$ cat config.mk
export PLATFORM = sky130hd
export DESIGN_NAME = sfm_sched
export DESIGN_NICKNAME = d
export VERILOG_FILES = /design/src/rtl/sfm_sched.sv
export SDC_FILE = /design/constraint.sdc
export NUM_CORES = 1
export LEC_CHECK = 0
export ABC_AREA = 0
export BUFFER_PORTS_ARGS = -buffer_cell sky130_fd_sc_hd__buf_4
export CORE_AREA = 2 2 113 115
export DETAILED_ROUTE_END_ITERATION = 8
export DIE_AREA = 0 0 115 117
export PLACE_DENSITY = 0.81
export SLEW_MARGIN = 10
export SYNTH_ARGS = -nofsm -noshare
export SYNTH_HDL_FRONTEND = slang
export SYNTH_HIERARCHICAL = 1
export SYNTH_SLANG_ARGS = --single-unit
$ cat constraint.sdc
create_clock -name clk_i -period 3.3 [get_ports clk_i]
set_input_delay 0.33 -clock clk_i [delete_from_list [all_inputs] [get_ports clk_i]]
set_output_delay 0.33 -clock clk_i [all_outputs]
set_load 0.005 [all_outputs]
$ cat src/rtl/sfm_sched.sv
// -----------------------------------------------------------------------------
// sfm_sched -- softmax job scheduler.
//
// Sequences one softmax job over a vector of len_i elements packed LANES per
// stream beat:
//   1. accumulate pass: issue an input-streamer command and count beats while
//      the datapath builds its max/sum (mode 1),
//   2. request the reciprocal of the accumulated sum and wait for it,
//   3. normalize pass: issue input and output streamer commands together, then
//      count beats (mode 2) until the last beat is seen and the output streamer
//      reports that it has finished writing.
//
// Ports
//   clk_i, rst_i             clock, synchronous active-high reset
//   clear_i                  synchronous abort (same as reset, keeps cycles_o)
//   start_i                  job start pulse (taken in IDLE only)
//   base_in_i / base_out_i   source / destination byte base address
//   len_i                    vector length in elements (0 -> empty job)
//   busy_o / done_o          job in flight / one-cycle completion pulse
//   in_cmd_*  / out_cmd_*    streamer command handshakes (addr, beat count)
//   beat_i                   datapath beat accepted this cycle
//   mode_o                   0 idle, 1 accumulate, 2 normalize
//   last_o / strb_o          last beat of the pass / lane strobe of the beat
//   inv_start_o, inv_done_i  reciprocal request / reciprocal ready
//   out_done_i               output streamer finished writing
//   cycles_o                 busy-cycle counter (only with SFM_SCHED_PERF_EN)
//
// Optional feature: define SFM_SCHED_PERF_EN to add the cycles_o port.
// -----------------------------------------------------------------------------

// Per-lane strobe: a lane is enabled on every beat of a pass, except on the
// last beat of a ragged vector where only lanes below the remainder carry data.
module sfm_sched_strb_lane #(
  parameter int LEN_WIDTH = 16,
  parameter int LANE      = 0
) (
  input  logic                 run_i,
  input  logic                 last_i,
  input  logic [LEN_WIDTH-1:0] rem_i,
  output logic                 strb_o
);
  localparam logic [LEN_WIDTH-1:0] LANE_L = LEN_WIDTH'(LANE);

  assign strb_o = run_i && (!last_i || (rem_i == '0) || (LANE_L < rem_i));
endmodule

module sfm_sched #(
  parameter  int DATA_WIDTH = 128,
  parameter  int WIDTH      = 16,
  parameter  int LEN_WIDTH  = 16,
  parameter  int ADDR_WIDTH = 32,
  localparam int LANES      = DATA_WIDTH / WIDTH
) (
  input  logic                  clk_i,
  input  logic                  rst_i,
  input  logic                  clear_i,
  input  logic                  start_i,
  input  logic [ADDR_WIDTH-1:0] base_in_i,
  input  logic [ADDR_WIDTH-1:0] base_out_i,
  input  logic [LEN_WIDTH-1:0]  len_i,
  output logic                  busy_o,
  output logic                  done_o,
  output logic                  in_cmd_valid_o,
  input  logic                  in_cmd_ready_i,
  output logic [ADDR_WIDTH-1:0] in_cmd_addr_o,
  output logic [LEN_WIDTH-1:0]  in_cmd_beats_o,
  output logic                  out_cmd_valid_o,
  input  logic                  out_cmd_ready_i,
  output logic [ADDR_WIDTH-1:0] out_cmd_addr_o,
  output logic [LEN_WIDTH-1:0]  out_cmd_beats_o,
  input  logic                  beat_i,
  output logic [1:0]            mode_o,
  output logic                  last_o,
  output logic [LANES-1:0]      strb_o,
  output logic                  inv_start_o,
  input  logic                  inv_done_i,
  input  logic                  out_done_i
`ifdef SFM_SCHED_PERF_EN
  ,
  output logic [31:0]           cycles_o
`endif
);

  localparam logic [2:0] IDLE     = 3'd0;
  localparam logic [2:0] ACC_CMD  = 3'd1;
  localparam logic [2:0] ACC_RUN  = 3'd2;
  localparam logic [2:0] INV      = 3'd3;
  localparam logic [2:0] NORM_CMD = 3'd4;
  localparam logic [2:0] NORM_RUN = 3'd5;
  localparam logic [2:0] DONE     = 3'd6;

  localparam logic [LEN_WIDTH-1:0] LANES_L = LEN_WIDTH'(LANES);

  logic [2:0]            state_q, state_d;
  logic [ADDR_WIDTH-1:0] base_in_q, base_out_q;
  logic [LEN_WIDTH-1:0]  beats_q, rem_q, cnt_q;
  logic                  in_acc_q, out_acc_q;   // NORM_CMD command already taken
  logic                  odone_q;               // out_done_i seen in NORM_RUN
  logic                  inv_start_q, done_q;

  logic [LEN_WIDTH-1:0]  rem_calc, beats_calc;
  logic                  run, last, last_hs, beats_fin, in_ok, out_ok;
  logic                  start_job;

  // Beat count is ceil(len / LANES); remainder drives the last-beat strobe.
  assign rem_calc   = len_i % LANES_L;
  assign beats_calc = (len_i / LANES_L) + LEN_WIDTH'(rem_calc != '0);

  assign start_job = (state_q == IDLE) && start_i;
  assign run       = (state_q == ACC_RUN) || (state_q == NORM_RUN);
  assign last      = run && (cnt_q == beats_q - 1'b1);
  assign last_hs   = last && beat_i;
  // Counter parks at beats_q once the pass has seen all its beats.
  assign beats_fin = (cnt_q == beats_q) || last_hs;
  assign in_ok     = in_acc_q  || in_cmd_ready_i;
  assign out_ok    = out_acc_q || out_cmd_ready_i;

  always_comb begin
    state_d = state_q;
    case (state_q)
      IDLE:     if (start_i) state_d = (len_i != '0) ? ACC_CMD : DONE;
      ACC_CMD:  if (in_cmd_ready_i) state_d = ACC_RUN;
      ACC_RUN:  if (last_hs) state_d = INV;
      INV:      if (inv_done_i) state_d = NORM_CMD;
      NORM_CMD: if (in_ok && out_ok) state_d = NORM_RUN;
      NORM_RUN: if (beats_fin && (odone_q || out_done_i)) state_d = DONE;
      DONE:     state_d = IDLE;
      default:  state_d = IDLE;
    endcase
  end

  always_ff @(posedge clk_i) begin
    if (rst_i || clear_i) begin
      state_q     <= IDLE;
      base_in_q   <= '0;
      base_out_q  <= '0;
      beats_q     <= '0;
      rem_q       <= '0;
      cnt_q       <= '0;
      in_acc_q    <= 1'b0;
      out_acc_q   <= 1'b0;
      odone_q     <= 1'b0;
      inv_start_q <= 1'b0;
      done_q      <= 1'b0;
    end else begin
      state_q     <= state_d;
      // Reciprocal request lands on the first INV cycle.
      inv_start_q <= (state_q == ACC_RUN) && last_hs;
      // Completion pulse follows the DONE cycle.
      done_q      <= (state_q == DONE);

      if (start_job && (len_i != '0)) begin
        base_in_q  <= base_in_i;
        base_out_q <= base_out_i;
        beats_q    <= beats_calc;
        rem_q      <= rem_calc;
      end

      if (run) begin
        if (beat_i && (cnt_q != beats_q)) cnt_q <= cnt_q + 1'b1;
      end else begin
        cnt_q <= '0;
      end

      if (state_q == NORM_CMD) begin
        if (in_cmd_ready_i)  in_acc_q  <= 1'b1;
        if (out_cmd_ready_i) out_acc_q <= 1'b1;
      end else begin
        in_acc_q  <= 1'b0;
        out_acc_q <= 1'b0;
      end

      if (state_q == NORM_RUN) begin
        if (out_done_i) odone_q <= 1'b1;
      end else begin
        odone_q <= 1'b0;
      end
    end
  end

  assign busy_o          = (state_q != IDLE);
  assign done_o          = done_q;
  assign inv_start_o     = inv_start_q;
  assign in_cmd_valid_o  = (state_q == ACC_CMD) || ((state_q == NORM_CMD) && !in_acc_q);
  assign out_cmd_valid_o = (state_q == NORM_CMD) && !out_acc_q;
  assign in_cmd_addr_o   = base_in_q;
  assign out_cmd_addr_o  = base_out_q;
  assign in_cmd_beats_o  = beats_q;
  assign out_cmd_beats_o = beats_q;
  assign last_o          = last;

  always_comb begin
    mode_o = 2'd0;
    case (state_q)
      ACC_RUN, INV: mode_o = 2'd1;
      NORM_RUN:     mode_o = 2'd2;
      default:      mode_o = 2'd0;
    endcase
  end

  for (genvar l = 0; l < LANES; l++) begin : g_lane
    sfm_sched_strb_lane #(
      .LEN_WIDTH (LEN_WIDTH),
      .LANE      (l)
    ) u_lane (
      .run_i  (run),
      .last_i (last),
      .rem_i  (rem_q),
      .strb_o (strb_o[l])
    );
  end

`ifdef SFM_SCHED_PERF_EN
  // Busy-cycle counter; clear_i leaves it alone so an aborted job's time
  // stays visible, only rst_i or the next accepted start zero it.
  logic [31:0] cyc_q;

  always_ff @(posedge clk_i) begin
    if (rst_i) begin
      cyc_q <= '0;
    end else if (start_job && !clear_i) begin
      cyc_q <= '0;
    end else if (busy_o && (cyc_q != '1)) begin
      cyc_q <= cyc_q + 1'b1;
    end
  end

  assign cycles_o = cyc_q;
`endif

endmodule

==> impl_metrics.ini, run 1 <==
[detailed_routing]
antenna_left = 0
wirelength_um = 15300
drt_first_pass_iters = 6
drtIter0Drc = 241
route.detailed.wl_per_inst_um = 13.8
drc = 0
via_per_inst = 4.95
vias = 5512

[clock_network]
clk_latency_ns = 0.35
cts_tree = done
ctsRootBufferMaster = clkbuf_16
path_clk_slew_ns = 0.07
hold_buffers = 0
cts.sinks = 105
htreeDepth = 3
cts_made_buffers = 9
clockBufferDepth = 2

[setup_path]
r2r-start = in_cmd_beats_o[8]
worstSetupEndpoint = strb_o[7]
reg2regPathDepth = 9
path_max_fanout = 2
critPathLaunchType = flop
rr_endpoint = state_q[2]
cp-end-kind = output pin
path_class = flop to output pin
worst-r2r-setup-slack_ns = 0.55
critPathArrivalTime_ns = 3.34
cp-startpoint = in_cmd_beats_o[8]
critPathRequiredTime_ns = 2.97

[synth]
synth_common_cells = nand2_1 (156), dfxtp_1 (105), a21oi_1 (80), nor2_1 (54), clkbuf_1 (40)
synth_edf_count = 0
yosys_register_bits = 105
yosysTopAreaCellShare_pct = 39.3
muxShareOfSynthArea_pct = 0.374
yosysSeqAreaShare_pct = 39.3
yosysWarnings = 6
synth_top_family_by_area = simple AND/OR/NAND/NOR gates
synth.most_common_cell = nand2_1
syn_avg_cell_area_um2 = 7.80
ys_types = 64
synth_area_leader_cell = dfxtp_1
synth-xor-area-share_pct = 6.54
async_flop_share_pct = 0
synthSimpleGateAreaFrac_pct = 30.0
postSynthCellCount = 686
yosys.area_share.adder_pct = 0.935
syn_area_um2 = 5350
synth_ff_type = dfxtp_1
synth-compound-area-share_pct = 16.0
synthTopCellsByArea = dfxtp_1 (39%), nand2_1 (11%), a21oi_1 (7.5%)

[floorplanning]
coreArea_um2 = 12300
rows = 41
fp.dieArea_um2 = 13500
fp.dieH_um = 117
start_util_pct = 43.5
die_w_um = 115
ios = 201

[global_route]
grt_pass1_vias = 5028
grt_pass1_wl_um = 24000
grt_max_degree = 92
grt-ovfl-total = 0
grt.total_usage_pct = 22.4
antenna_found_initial = 0

[timing]
tns_ns = -2.04
final_max_slew_viol_count = 0
slew_headroom_pct = 44.6
period_needed_ns = 3.67
max_freq_ghz = 0.272
worst_pin_slew_ns = 0.832
setup_ws_ns = -0.373
clock-skew-final_ns = 0.00681
rsz0062_at_grt = yes
worst_hold_slack_ns = 0.216
period_share_pct = 111
hold_viol_final = 0
setup_viol = 7

[placed_design]
placed_area_um2 = 7340
portBuffers = 196
dp_slack_ns = -0.0569
hpwl_um = 11600
gp_congestion = 0.896

[flow_run]
cap_violations = 0

[cells_and_area]
fin_util_pct = 62.6
drive_gt1_share_pct = 28.2
nets = 1053
finish.instance_area_um2 = 7710
area_growth_pct = 44.0
insertedDiodeCount = 0

[power]
powerDensity_nw_per_um2 = 398
leakage_nw = 3.39
vdd_drop_max_v = 0.000423

[run_status]
failed_checks = setup timing
status = finished, violations left

[min_path]
hp-class = primary input to flop
==> how the worst min path moves through the flow <==
stage                  startpoint                 end  slack [ns]  depth (start not counted)
6_report           base_out_i[17]  out_cmd_addr_o[17]        0.22                          3
4_1_cts            base_out_i[17]  out_cmd_addr_o[17]        0.21                          3
3_5_place_dp    in_cmd_addr_o[30]   in_cmd_addr_o[30]        0.45                          2
3_3_place_gp   out_cmd_addr_o[18]  out_cmd_addr_o[18]        0.44                          2
5_1_grt             base_in_i[14]   in_cmd_addr_o[14]        0.21                          3
2_1_floorplan    in_cmd_addr_o[0]    in_cmd_addr_o[0]        0.45                          2
==> repair_timing <==
action / 4_1_cts / 5_1_grt
pin swaps: 6 / 4
resized for setup: 5 / 4
endpoints found under the setup margin: 7 / 8
setup buffers: 1 / 3
==> state kept, by name (all words and copies together), names as in the netlist <==
name            cells
in_acc_q            1
in_cmd_beats_o     14
in_cmd_addr_o      32
inv_start_o         1
rem_q               3
out_acc_q           1
odone_q             1
cnt_q              16
out_cmd_addr_o     32
state_q             3
done_o              1
==> where the power goes <==
group / internal [W] / switching [W]
clock: 0.000588 / 0.000485
combinational: 0.000301 / 0.000350
sequential: 0.00131 / 0.0000286
total: 0.00220 / 0.000864
==> worst max-delay path, stage by stage (launching register included) <==
cell and delay [ns]:
dfxtp_2 0.32, or4_4 0.53, or3_1 0.31, a211o_1 0.27, a221oi_2 0.30, nor4b_4 0.35
nor4b_2 0.29, o311ai_2 0.15, o41a_1 0.33, buf_4 0.14
==> logic make-up after synthesis <==
group,count (synthesis)
AND/OR/NAND/NOR,323
AO/OA/AOI/OAI,136
flip-flops,105
buffers and inverters,75
XOR/XNOR,40
adder cells (fa/ha/maj),4
multiplexers,2
other,1
==> placed cells by master (no fill, tap or decap), types with 4 or more instances in the layout <==
| cell type | netlist | routed |
|---|---|---|
| nor4_1 | 14 | 13 |
| a211oi_1 | 12 | 12 |
| xnor2_1 | 24 | 24 |
| a21oi_1 | 80 | 80 |
| or4_1 | 4 | 4 |
| o21ai_0 | 5 | 5 |
| and3_1 | 9 | 8 |
| conb_1 | 1 | 95 |
| nor4b_4 | 1 | 5 |
| and4_1 | 4 | 4 |
| clkbuf_16 | 0 | 9 |
| nand3_1 | 12 | 11 |
| buf_4 | 18 | 227 |
| nor2_1 | 54 | 54 |
| ha_1 | 4 | 4 |
| nand2_1 | 156 | 156 |
| xor2_1 | 16 | 16 |
| nor3_1 | 14 | 14 |
| or3_1 | 10 | 10 |
| o21ai_1 | 5 | 5 |
| inv_1 | 13 | 13 |
| a211o_1 | 4 | 4 |
| nand4_1 | 10 | 10 |
| nor4_2 | 7 | 8 |
| dfxtp_1 | 105 | 104 |
==> layer usage <==
metal	GRT usage, %	up-vias	wire (um)
li1	-	2807	-
met2	38.5	157	7510
met4	6.02	0	284
met1	25.8	2529	6200
met5	0	-	0
met3	9.17	19	1310
==> through the flow <==
stage                     total power [W]  cells
after floorplan                   0.00174    780
after global placement            0.00200   1095
after detailed placement          0.00201   1095
after CTS                         0.00308   1110
after global routing              0.00321   1113
final                             0.00307   1113
==> cell type report <==
cell class                 instances  area [um2]
clock buffer                       9         225
fill                            1114        4600
timing repair buffer             230        1760
multi-input combinational        600        3320
tap                              150         188
inverter                          14        52.6
clock inverter                     5        65.1
sequential                       105        2100
Power figures use the tool's default switching activity.
==> inputs of run 2 (changes only) <==
--- a/config.mk
+++ b/config.mk
@@ -7,10 +7,10 @@
 export LEC_CHECK = 0
 export ABC_AREA = 0
 export BUFFER_PORTS_ARGS = -buffer_cell sky130_fd_sc_hd__buf_4
-export CORE_AREA = 2 2 113 115
+export CORE_AREA = 2 2 107 109
 export DETAILED_ROUTE_END_ITERATION = 8
-export DIE_AREA = 0 0 115 117
-export PLACE_DENSITY = 0.81
+export DIE_AREA = 0 0 109 111
+export PLACE_DENSITY = 0.86
 export SLEW_MARGIN = 10
 export SYNTH_ARGS = -nofsm -noshare
 export SYNTH_HDL_FRONTEND = slang
==> constraint.sdc (replaced) <==
create_clock -name clk_i -period 3.63 [get_ports clk_i]
set_input_delay 0.363 -clock clk_i [delete_from_list [all_inputs] [get_ports clk_i]]
set_output_delay 0.363 -clock clk_i [all_outputs]
set_load 0.005 [all_outputs]
==> run 2 against run 1 <==
  * Clock-buffer cell count grew 1
  * Global-route usage grew 3.2 points
  * Worst setup slack gained 0.26 ns
  * Design area shrank 1.2%
  * Worst hold slack gained 0.037 ns
  * The flow still finishes with violations (setup timing)
  * Sequential power shrank 8%
  * Flip-flop and latch count is the same
  * Largest power group unchanged
  * Largest cell class unchanged
==> impl_metrics.ini, run 2 (synthesis gave the netlist of run 1 again) <==
[setup_path]
max_stage_delay_ns = 0.56
worst-r2r-setup-slack_ns = 0.82
r2r-start = in_cmd_beats_o[8]
reg2regPathDepth = 9
rr_endpoint = state_q[2]
slowest_stage = or4_4
path_class = flop to output pin
critPathArrivalTime_ns = 3.38
cp-end-kind = output pin
critPathRequiredTime_ns = 3.27
path_max_fanout = 5
critPathLaunchType = flop
cp_cell_sequence = or4_4 -> or3_1 -> a211o_1 -> a221oi_2 -> nor4b_4 -> buf_4 -> nor4b_4 -> nand4_1 -> o31a_1 -> buf_4

[clock_network]
path_clk_slew_ns = 0.07
clk_latency_ns = 0.35
hold_buffers = 0
clockBufferDepth = 2
cts_made_buffers = 9
htreeDepth = 3
cts_tree = done
cts.sinks = 105
ctsRootBufferMaster = clkbuf_16

[timing]
worst_pin_slew_ns = 0.922
period_needed_ns = 3.74
worst_hold_slack_ns = 0.253
rsz0062_at_grt = yes
setup_ws_ns = -0.113
clock-skew-final_ns = 0.00904
hold_viol_final = 0
final_max_slew_viol_count = 0
max_freq_ghz = 0.267
setup_viol = 5
slew_headroom_pct = 38.5
period_share_pct = 103

[min_path]
min_to = out_cmd_addr_o[15]
min_from = base_out_i[15]
worstHoldPathCells = 3
hp-class = primary input to flop

[global_route]
grt-ovfl-total = 0
grt_pass1_vias = 5091
grt.total_usage_pct = 25.5
grt_pass1_wl_um = 24500
grt_max_degree = 54
antenna_found_initial = 0

[placed_design]
hpwl_um = 11500
portBuffers = 196
dp_cells = 1077
gp_congestion = 0.882

[power]
powerDensity_nw_per_um2 = 367
vdd_drop_max_v = 0.000426
leakage_nw = 3.35

[cells_and_area]
final_cell_mix = buf_4 (218), nand2_1 (156), dfxtp_1 (105)
final-instance-count-excl-fill = 1098
final_common_cell = buf_4
area_growth_pct = 42.3
nets = 1043
drive_gt1_share_pct = 27.4
fillers = 946
insertedDiodeCount = 0
fin_util_pct = 68.8

[floorplanning]
die_w_um = 109
rows = 39
ios = 201
start_util_pct = 48.3
coreArea_um2 = 11100
fp.dieH_um = 111
fp.dieArea_um2 = 12100

[detailed_routing]
drtIter0Drc = 277
route.detailed.wl_per_inst_um = 14.0
wirelength_um = 15300
antenna_left = 0
drt_first_pass_iters = 5
via_per_inst = 5.06
drc = 0
vias = 5555

[run_status]
failed_checks = setup timing
status = finished, violations left

[flow_run]
cap_violations = 0
[run 2: cell types whose count changed in the layout (fill, tap and decap cells not counted), sizes merged]
cell,before,now
buf,230,220
clkinvlp,2,1
clkinv,0,2
clkbuf,9,10
[run 2: report_power, final]
part           total (W)  switching [W]  leakage, nW  internal [W]
Sequential       0.00123      0.0000329        0.852       0.00119
Combinational   0.000579       0.000313         2.35      0.000266
Clock           0.000992       0.000447        0.146      0.000545
[run 2: repair_timing]
action / CTS / global route
gates resized for setup: 5 / 4
pin swaps: 5 / 4
gates cloned: 0 / 0
setup buffers: 3 / 2
setup endpoints to repair: 5 / 6
[run 2: metal layers]
| layer | global-route usage [%] | vias to the layer above | part of all wire [%] |
|---|---|---|---|
| met5 | 0 | - | 0 |
| met4 | 8.63 | 0 | 2.5 |
| met3 | 8.47 | 26 | 8.8 |
| met2 | 42.4 | 187 | 49 |
| met1 | 30.6 | 2544 | 40 |
| li1 | - | 2798 | - |
[run 2: worst max-delay path: cells and delay by family, from the launching register on]
family | cells | cell delay, ns
buffers and inverters | 2 | 0.33
AND/OR/NAND/NOR | 5 | 1.50
AO/OA/AOI/OAI | 3 | 0.89
flip-flops | 1 | 0.31
[run 2: per-stage QoR]
step / setup slack [ns] / TNS [ns] / instance area, um2 / total power [W]
CTS: -0.0694 / -0.159 / 7580 / 0.00281
global placement: 0.0923 / 0 / 7220 / 0.00181
finish: -0.113 / -0.352 / 7620 / 0.00280
global route: -0.222 / -0.930 / 7620 / 0.00293
floorplan: 0.173 / 0 / 5710 / 0.00158
detailed placement: 0.0619 / 0 / 7220 / 0.00182
[run 2: area by class of cell]
class	count	area [um2]	share of cell area [%]
well taps	143	179	2.35
clock buffers	10	229	3.01
multi-input cells	600	3300	43.4
clock inverters	6	73.8	0.969
inverters	14	52.6	0.690
repair buffers	220	1680	22.0
flip-flops and latches	105	2100	27.6
[run 2: worst max path at each step]
stage / depth (start not counted) / endpoint / slack (ns) / start
2_1_floorplan: 9 / strb_o[7] / 0.17 / in_cmd_beats_o[8]
3_3_place_gp: 10 / strb_o[6] / 0.09 / in_cmd_beats_o[8]
3_5_place_dp: 10 / strb_o[6] / 0.06 / in_cmd_beats_o[8]
4_1_cts: 10 / strb_o[6] / -0.07 / in_cmd_beats_o[11]
5_1_grt: 10 / strb_o[6] / -0.22 / in_cmd_beats_o[8]
6_report: 10 / strb_o[6] / -0.11 / in_cmd_beats_o[8]
==> inputs of run 3 (changes only) <==
--- a/config.mk
+++ b/config.mk
@@ -5,11 +5,11 @@
 export SDC_FILE = /design/constraint.sdc
 export NUM_CORES = 1
 export LEC_CHECK = 0
-export ABC_AREA = 0
+export ABC_AREA = 1
 export BUFFER_PORTS_ARGS = -buffer_cell sky130_fd_sc_hd__buf_4
-export CORE_AREA = 2 2 107 109
+export CORE_AREA = 2 2 110 112
 export DETAILED_ROUTE_END_ITERATION = 8
-export DIE_AREA = 0 0 109 111
+export DIE_AREA = 0 0 112 114
 export PLACE_DENSITY = 0.86
 export SLEW_MARGIN = 10
 export SYNTH_ARGS = -nofsm -noshare
==> run 3 against run 2 <==
  * The run now ends clean
  * Register-to-register slack gained 0.45 ns
  * Combinational power rose by 55%
  * Clock power up 6%
  * Design area is 4.2% higher
  * Flip-flop and latch count unchanged
  * Clock skew is 0.0038 ns higher
  * Worst hold slack got worse by 0.012 ns
  * Area after synthesis up 8.6%
  * Critical path type unchanged
  * Largest power group unchanged
  * Highest routed layer unchanged
==> impl_metrics.ini, run 3 <==
[detailed_routing]
via_per_inst = 4.79
drc = 0
antenna_left = 0
route.detailed.wl_per_inst_um = 12.8
vias = 6216
drt_first_pass_iters = 5
drtIter0Drc = 342
wirelength_um = 16600

[timing]
rsz0062_at_grt = no
final_max_slew_viol_count = 0
slew_headroom_pct = 48.0
max_freq_ghz = 0.320
period_share_pct = 86.2
worst_pin_slew_ns = 0.778
setup_ws_ns = 0.501
clock-skew-final_ns = 0.0129
tns_ns = 0
period_needed_ns = 3.13
hold_viol_final = 0
setup_viol = 0
worst_hold_slack_ns = 0.241

[clock_network]
cts.sinks = 105
cts_made_buffers = 9
path_clk_slew_ns = 0.07
cts_tree = done
htreeDepth = 3
hold_buffers = 0
clockBufferDepth = 2
clk_latency_ns = 0.34
cts_resized = 0
post_cts_buffers = 0
ctsRootBufferMaster = clkbuf_16

[cells_and_area]
fillers = 1055
fin_util_pct = 67.8
insertedDiodeCount = 0
drive_gt1_share_pct = 22.7
final_common_cell = nor2_1
area_growth_pct = 36.5
nets = 1241
final_cell_mix = nor2_1 (233), buf_4 (198), nand2_1 (145)

[synth]
synthTopCellsByArea = dfxtp_1 (36%), nor2_1 (15%), nand2_1 (9.4%)
ys_types = 39
syn_avg_cell_area_um2 = 6.52
yosysTopAreaCellShare_pct = 36.1
yosysWarnings = 6
synth_common_cells = nor2_1 (235), nand2_1 (145), dfxtp_1 (105), o21ai_0 (85), inv_1 (82)
synth_edf_count = 0
async_flop_share_pct = 0
yosysSeqAreaShare_pct = 36.1
synth_area_leader_cell = dfxtp_1
postSynthCellCount = 892
syn_area_um2 = 5820
synth.most_common_cell = nor2_1
yosys_register_bits = 105
synth_ff_type = dfxtp_1

[floorplanning]
fp.dieArea_um2 = 12800
rows = 40
start_util_pct = 49.7
fp.dieH_um = 114
coreArea_um2 = 11700
ios = 201
die_w_um = 112

[global_route]
grt_pass1_vias = 5742
grt_pass1_wl_um = 26800
antenna_found_initial = 0
grt-ovfl-total = 0
grt.total_usage_pct = 25.7
grt_max_degree = 84

[setup_path]
path_class = flop to output pin
critPathRequiredTime_ns = 3.27
reg2regPathDepth = 9
cp-end-kind = output pin
critPathArrivalTime_ns = 2.77
critPathLaunchType = flop
path_max_fanout = 8

[placed_design]
gp_congestion = 0.921
hpwl_um = 12500
portBuffers = 196
dp_slack_ns = 0.890

[power]
powerDensity_nw_per_um2 = 409
leakage_nw = 3.93
vdd_drop_max_v = 0.000318

[run_status]
status = finished clean

[min_path]
worstHoldPathCells = 3
hp-class = primary input to flop

[flow_run]
cap_violations = 0
==> run 3: cell types whose count changed after synthesis, moves of 11 or more <==
cell	previous run	this run
inv_1	13	82
o21ai_0	5	85
nor2_2	0	13
nor2_1	54	235
nand3_1	12	27
a21oi_1	80	33
xnor2_1	24	12
clkbuf_1	40	25
nand2_1	156	145
==> run 3: area by class of cell <==
type	instances	area [um2]	share of cell area, %
Tap cell	147	184	2.32
Sequential cell	105	2100	26.5
Timing Repair Buffer	199	1510	19.0
Clock buffer	11	243	3.06
Clock inverter	4	76.3	0.962
Inverter	89	334	4.21
Multi-Input combinational cell	744	3490	44.0
==> run 3: path summary, 6_finish.rpt <==
kind | startpoint | to | slack, ns
worst min register to register | out_acc_q | out_acc_q | 0.49
worst max-delay path | in_cmd_beats_o[1] | strb_o[5] | 0.50
worst min-delay path | base_in_i[1] | in_cmd_addr_o[1] | 0.24
worst max register to register | state_q[0] | out_cmd_addr_o[17] | 1.27
==> run 3: cell families after synthesis <==
logic type,count (synthesis),synth area share [%]
buffers and inverters,137,10.2
other,1,0.0645
XOR/XNOR,29,4.37
AO/OA/AOI/OAI,130,11.8
adder cells (fa/ha/maj),4,0.861
flip-flops,105,36.1
AND/OR/NAND/NOR,486,36.6
==> run 3: power breakdown <==
| group | leakage (nW) | internal, W | switching, W |
|---|---|---|---|
| logic | 2.92 | 0.000377 | 0.000518 |
| registers | 0.855 | 0.00123 | 0.0000775 |
| clock network | 0.152 | 0.000623 | 0.000424 |
| total | 3.93 | 0.00223 | 0.00102 |
==> run 3: worst max-delay path: stages, from the launching register on <==
cell and delay (ns):
dfxtp_1 0.43, inv_1 0.13, ha_1 0.30, nand2_1 0.07, inv_1 0.03, nor2_1 0.07, nand2_1 0.08, nor2_2 0.10
nand2_1 0.05, nor2_1 0.08, nand2_1 0.10, nor2_4 0.11, and3_2 0.28, inv_1 0.06, nor2_1 0.08, nand2_1 0.05
nor2_1 0.08, nand3_1 0.08, nand2_1 0.06, inv_1 0.04, buf_4 0.12
==> run 3: per-layer routing <==
metal	wire, um	GRT usage, %
met2	8190	45.9
met3	1340	7.23
met5	0	0
met1	6790	29.9
met4	320	8.05
==> run 3: metrics by stage <==
stage / power (W) / cell area, um2 / std cells
3_3_place_gp: 0.00220 / 7620 / 1284
6_report: 0.00325 / 7940 / 1299
4_1_cts: 0.00326 / 7940 / 1299
5_1_grt: 0.00343 / 7940 / 1299
3_5_place_dp: 0.00222 / 7620 / 1284
2_1_floorplan: 0.00187 / 6170 / 986
